File: config.mk
export PLATFORM = sky130hd
export DESIGN_NAME = uart_tx_buffered
export DESIGN_NICKNAME = d
export VERILOG_FILES = /design/src/rtl/uart_pkg.sv /design/src/rtl/uart_tx_fifo.sv /design/src/rtl/uart_tx_buffered.sv
export SDC_FILE = /design/constraint.sdc
export NUM_CORES = 1
export LEC_CHECK = 0
export ABC_AREA = 0
export CAP_MARGIN = 20
export CORE_MARGIN = 2
export CORE_UTILIZATION = 45
export DETAILED_ROUTE_END_ITERATION = 16
export HOLD_SLACK_MARGIN = 0.02
export PLACE_DENSITY_LB_ADDON = 0.2
export SLEW_MARGIN = 20
export SYNTH_ARGS = -nofsm -noshare
export SYNTH_HDL_FRONTEND = slang
export SYNTH_SLANG_ARGS = --single-unit
File: constraint.sdc
create_clock -name clock -period 2.3 [get_ports clock]
set_input_delay 0.23 -clock clock [delete_from_list [all_inputs] [get_ports clock]]
set_output_delay 0.23 -clock clock [all_outputs]
set_load 0.01 [all_outputs]
File: src/rtl/uart_pkg.sv
// Shared UART types and frame constants.
// No logic; no latency or backpressure.
package uart_pkg;

    localparam int UART_DATA_BITS  = 8;
    localparam int UART_FRAME_BITS = 10;

    typedef enum logic [1:0] {
        IDLE,
        START,
        DATA,
        STOP
    } uart_tx_state_t;

endpackage

File: src/rtl/uart_tx_fifo.sv
// Small power-of-2 byte FIFO with wrap-bit pointers and a registered full flag.
// Latency: a push is visible at dout one edge later; backpressure: push ignored while full, pop ignored while empty.
module uart_tx_fifo #(
    parameter int DEPTH = 4,
    parameter int WIDTH = 8
) (
    input  logic             clock,
    input  logic             resetb,
    input  logic             push,
    input  logic             pop,
    input  logic [WIDTH-1:0] din,
    output logic [WIDTH-1:0] dout,
    output logic             full,
    output logic             empty
);

    localparam int AW = $clog2(DEPTH);

    logic [WIDTH-1:0] mem [DEPTH];
    logic [AW:0]      wr_ptr_q, rd_ptr_q;
    logic [AW:0]      wr_ptr_d, rd_ptr_d;
    logic             full_q;
    logic             push_acc, pop_acc;

    assign push_acc = push && !full_q;
    assign pop_acc  = pop && !empty;

    assign wr_ptr_d = push_acc ? wr_ptr_q + (AW+1)'(1) : wr_ptr_q;
    assign rd_ptr_d = pop_acc  ? rd_ptr_q + (AW+1)'(1) : rd_ptr_q;

    assign empty = (wr_ptr_q == rd_ptr_q);
    assign full  = full_q;
    assign dout  = mem[rd_ptr_q[AW-1:0]];

    always_ff @(posedge clock or negedge resetb) begin
        if (!resetb) begin
            wr_ptr_q <= '0;
            rd_ptr_q <= '0;
            full_q   <= 1'b0;
        end else begin
            wr_ptr_q <= wr_ptr_d;
            rd_ptr_q <= rd_ptr_d;
            // Full from the next pointers so the flag is a flop, not a pop-dependent path.
            full_q   <= (wr_ptr_d[AW-1:0] == rd_ptr_d[AW-1:0]) && (wr_ptr_d[AW] != rd_ptr_d[AW]);
        end
    end

    always_ff @(posedge clock) begin
        if (push_acc) begin
            mem[wr_ptr_q[AW-1:0]] <= din;
        end
    end

endmodule

File: src/rtl/uart_tx_buffered.sv
// Buffered 8N1 UART transmitter: FIFO-fed, LSB-first, runtime bit period of divisor+1 clocks.
// Latency: tx falls one edge after a push into an idle block; backpressure: ready_out drops while the FIFO is full.
module uart_tx_buffered
    import uart_pkg::*;
#(
    parameter int DEPTH = 4,
    parameter int DIV_W = 16
) (
    input  logic             clock,
    input  logic             resetb,
    input  logic [DIV_W-1:0] divisor,
    input  logic [7:0]       data_in,
    input  logic             valid_in,
    output logic             ready_out,
    output logic             tx,
    output logic             busy
);

    uart_tx_state_t   state_q, state_d;
    logic [7:0]       shift_q, shift_d;
    logic [2:0]       bit_idx_q, bit_idx_d;
    logic [DIV_W-1:0] baud_q, baud_d;
    logic [DIV_W-1:0] div_q, div_d;
    logic             tx_q, tx_d;
    logic             busy_q, busy_d;
    logic             pop, bit_end;
    logic             fifo_full, fifo_empty;
    logic [7:0]       fifo_dout;

    uart_tx_fifo #(
        .DEPTH (DEPTH),
        .WIDTH (UART_DATA_BITS)
    ) u_fifo (
        .clock  (clock),
        .resetb (resetb),
        .push   (valid_in),
        .pop    (pop),
        .din    (data_in),
        .dout   (fifo_dout),
        .full   (fifo_full),
        .empty  (fifo_empty)
    );

    assign ready_out = !fifo_full;
    assign tx        = tx_q;
    assign busy      = busy_q;
    assign bit_end   = (baud_q == '0);

    always_comb begin
        state_d   = state_q;
        shift_d   = shift_q;
        bit_idx_d = bit_idx_q;
        baud_d    = baud_q;
        div_d     = div_q;
        pop       = 1'b0;

        case (state_q)
            IDLE: begin
                if (!fifo_empty) begin
                    pop     = 1'b1;
                    shift_d = fifo_dout;
                    div_d   = divisor;
                    baud_d  = divisor;
                    state_d = START;
                end
            end
            START: begin
                if (bit_end) begin
                    state_d   = DATA;
                    bit_idx_d = '0;
                    baud_d    = div_q;
                end else begin
                    baud_d = baud_q - DIV_W'(1);
                end
            end
            DATA: begin
                if (bit_end) begin
                    shift_d   = {1'b0, shift_q[7:1]};
                    bit_idx_d = bit_idx_q + 3'd1;
                    baud_d    = div_q;
                    if (bit_idx_q == 3'(UART_DATA_BITS - 1)) begin
                        state_d = STOP;
                    end
                end else begin
                    baud_d = baud_q - DIV_W'(1);
                end
            end
            STOP: begin
                if (bit_end) begin
                    // Chain straight into the next start bit so frames are contiguous.
                    if (!fifo_empty) begin
                        pop     = 1'b1;
                        shift_d = fifo_dout;
                        div_d   = divisor;
                        baud_d  = divisor;
                        state_d = START;
                    end else begin
                        state_d = IDLE;
                    end
                end else begin
                    baud_d = baud_q - DIV_W'(1);
                end
            end
            default: state_d = IDLE;
        endcase

        case (state_d)
            START:   tx_d = 1'b0;
            DATA:    tx_d = shift_d[0];
            default: tx_d = 1'b1;
        endcase

        // Entering IDLE implies the FIFO is empty now, so only a same-edge push keeps busy high.
        busy_d = (state_d != IDLE) || (valid_in && ready_out);
    end

    always_ff @(posedge clock or negedge resetb) begin
        if (!resetb) begin
            state_q   <= IDLE;
            shift_q   <= '0;
            bit_idx_q <= '0;
            baud_q    <= '0;
            div_q     <= '0;
            tx_q      <= 1'b1;
            busy_q    <= 1'b0;
        end else begin
            state_q   <= state_d;
            shift_q   <= shift_d;
            bit_idx_q <= bit_idx_d;
            baud_q    <= baud_d;
            div_q     <= div_d;
            tx_q      <= tx_d;
            busy_q    <= busy_d;
        end
    end

endmodule

==> metrics.md <==
| Metric | Value |
|---|---|
| Vias | `2866` |
| Final GP Congestion | `0.808` |
| Total Neg Setup Slack | `0 ns` |
| CTS clk-pin slew, worst paths | `0.09 ns` |
| Core ar. | `9590 µm²` |
| Worst setup margin | `0.160 ns` |
| Antenna Nets Post-Route | `0` |
| Critical Path RT | `2.54 ns` |
| Clock sinks | `86` |
| All-Layer GR Usage | `18.2%` |
| Sequential-to-total area share from yosys stat | `52.8%` |
| Final setup viols | `0` |
| Post-Synth XOR/XNOR Area | `4.51%` |
| DRT Pass-1 Iters | `4` |
| Number of synthesized flops with an enable pin | `32` |
| H-tree lvl count | `3` |
| Crit path arrival time | `2.38 ns` |
| Delay-heaviest family, CP | `simple AND/OR/NAND/NOR gates` |
| Gr ovfl total | `0` |
| # rows | `36` |
| Synth Warn # | `0` |
| Synth Area per Inst | `12.5 µm²` |
| Post-Syn Area | `4380 µm²` |
| Slew @ Worst Pin | `0.641 ns` |
| Syn Inst Count | `352` |
| Dpl hpwl | `6.13 mm` |
| VDD IR max | `0.000596 V` |
| Peak Freq | `467 MHz` |
| Vias in the first global route | `2911` |
| Crit share post-route | `93.1%` |
| CTS resizes | `0` |
| Drt drc | `0` |
| Setup Fix Bufs, Post-CTS | `0` |
| Total CTS buffers | `9` |
| Primary flip-flop cell chosen by synthesis mapping | `dfrtp_1` |
| #FFs+latches synth | `86` |
| Yosys top cell area share | `30.3%` |
| Max-cap violations | `0` |
| Place WS | `0.191 ns` |
| Worst-Skew Late Latency | `0.36 ns` |
| FFs w/ async S/R, synth | `62.8%` |
| Fill count | `833` |
| Net count after synthesis | `392` |
| Register area | `2310 µm²` |
| Initial antenna violation count | `0` |
| Top area cells in the synthesized netlist | `dfrtp_1, edfxtp_1, mux4_2` |
| Die Ht | `103 µm` |
| Count of input and output buffers | `29` |
| Top Ports | `30` |
| Critical path type | `reg2reg` |
| DR vias/cell | `5.31` |
| TritonCTS clock tree | `done` |
| Root Driver | `clkbuf_8` |
| Largest family of logic cells by synthesized area | `compound AO/OA/AOI/OAI gates` |
| Area grow syn2layout | `17.1%` |
| Crit end category | `flop` |
| Largest net degree at the start of global routing | `29` |
| Hold Crit Class | `in2async` |
| Average wire per standard cell | `16.3 µm` |
| First-pass GRT wire length | `14.5 mm` |
| Crit path max fanout | `12` |
| Max_slew headroom | `57.2%` |
| Top-count cell post-synth | `dfrtp_1` |
| Adder-cell share of the synthesized area | `3.71%` |
| Initial Util | `45.7%` |
| Footprint of the multi-input gates | `1930 µm²` |
| Hold Violations, Final | `0` |
| Leakage power | `0.00217 µW` |
| Nets | `442` |
| Layout cells sized above 1 | `20.6%` |
| Iter 0 DRT Violations | `125` |
| CP startpoint kind | `flop` |
| Most common library cells after synthesis | `dfrtp_1, edfxtp_1, nand2_1` |
| Post-Synth Simple-Gate Area | `10.5%` |
| Unique masters post-synth | `61` |
| CP Buf/Inv Count | `0` |
| Die Area | `10500 µm²` |
| Slowest CP cell | `nor4_4` |
| Synth area leader | `dfrtp_1` |
| Critical path cell sequence | `nor4_4, and4_4, a21oi_2, o31a_1, or2_2` |
| Max Slew Vio Count | `0` |
| Critical Path Max Stage Delay | `0.50 ns` |
| # diodes | `0` |
| Post-synthesis mux area share | `12.5%` |
| Skew final | `0.00586 ns` |
| Clock Tree Buf Depth | `2` |
| Power Density | `1470 nW/µm²` |
| Synth Area in Compound Gates | `12.9%` |
| Die X | `103 µm` |
| Final WL | `8.79 mm` |
| Status | `finished clean` |
| RSZ-0062 raised after global routing | `false` |
| Min cycle time layout | `2.14 ns` |
[report_power, final]
part | total (µW) | leakage [µW] | switching, µW | internal, µW
combinational | 3980 | 0.00111 | 2040 | 1940
sequential | 2540 | 0.000964 | 404 | 2130
clock | 1050 | 0.0000939 | 547 | 507
[worst reg2reg max path, stage by stage, from the launching register on]
cell     delay (ns)
dfrtp_1        0.46
nor4_4         0.50
and4_4         0.40
a21oi_2        0.10
o31a_1         0.28
or2_2          0.28
[flip-flops by register name, indices dropped and copies added (netlist names)]
name	flops
u_fifo.full	1
baud_q	16
bit_idx_q	3
u_fifo.mem	32
state_q	2
div_q	16
tx	1
u_fifo.rd_ptr_q	3
busy	1
u_fifo.wr_ptr_q	3
shift_q	8
[cells by family (layout without fill, tap and decap cells)]
group,after synthesis,after routing
fa+ha+maj,13,13
compound gates,88,88
buf+inv,27,82
mux,39,39
simple gates,78,78
xor+xnor,21,21
flops,86,86
[cell usage in the layout, fill, tap and decap left out, types with 3 or more instances in the layout]
cell type | synthesis | routed
a21oi_1 | 25 | 25
a22oi_1 | 12 | 12
a31oi_1 | 3 | 3
and2_1 | 3 | 3
buf_4 | 1 | 22
clkbuf_8 | 0 | 9
clkdlybuf4s50_1 | 0 | 28
dfrtp_1 | 53 | 53
edfxtp_1 | 32 | 32
ha_1 | 13 | 13
inv_1 | 13 | 13
mux2_2 | 7 | 7
mux2_4 | 10 | 10
mux2i_1 | 14 | 14
mux4_2 | 8 | 8
nand2_1 | 27 | 27
nand2b_1 | 3 | 3
nand3_1 | 3 | 3
nor2_1 | 14 | 14
nor3_1 | 4 | 4
nor4_4 | 3 | 3
o21ai_0 | 15 | 15
o22ai_1 | 16 | 16
or3_1 | 3 | 3
xnor2_1 | 10 | 10
xor2_1 | 10 | 10
[what timing repair did]
| action | 4_1_cts | 5_1_grt |
|---|---|---|
| setup endpoints to repair | 0 | 0 |
| endpoints found under the hold margin | 26 | 0 |
| hold buffers | 1 | 0 |
[worst paths after layout]
kind                                           from                            to  slack [ns]  depth (start not counted)
max                             baud_q[2]$_DFF_PN0_  u_fifo.rd_ptr_q[1]$_DFF_PN0_        0.16                          5
min                                          resetb          div_q[5]$_DFFE_PN0P_        0.43                          2
max reg2reg                     baud_q[2]$_DFF_PN0_  u_fifo.rd_ptr_q[1]$_DFF_PN0_        0.16                          5
min reg2reg                bit_idx_q[1]$_DFFE_PN0P_      bit_idx_q[1]$_DFFE_PN0P_        0.52                          1
max in group asynchronous                    resetb                  tx$_DFF_PN1_        1.23                          3
min in group clock                       data_in[3]    u_fifo.mem[0][3]$_DFFE_PP_        0.49                          1
[through the flow]
stage	total power [µW]	area, µm²	std cells	hold slack, ns	utilization [%]
2_1_floorplan	5490	4380	352	-0.0656	-
3_3_place_gp	6480	4930	523	0.294	51.4
3_5_place_dp	6540	4930	523	0.299	51.4
4_1_cts	7640	5130	540	0.443	53.5
5_1_grt	8150	5130	540	0.468	53.5
6_report	7570	5130	540	0.432	53.5
[routing by layer]
metal	up-vias	part of all wire [%]	GRT usage, %
met5	-	0	0
met4	0	1.5	5.85
met3	8	2.7	5.29
met2	39	49	30.4
met1	1409	47	23.0
li1	1410	-	-
[cell type report]
class | count | share of cell area, %
Clock buffer | 11 | 2.56
Clock inverter | 5 | 1.17
Inverter | 13 | 0.950
Multi-Input combinational cell | 239 | 37.7
Sequential cell | 86 | 45.1
Tap cell | 133 | 3.24
Timing Repair Buffer | 53 | 9.36
Power figures use the tool's default switching activity.
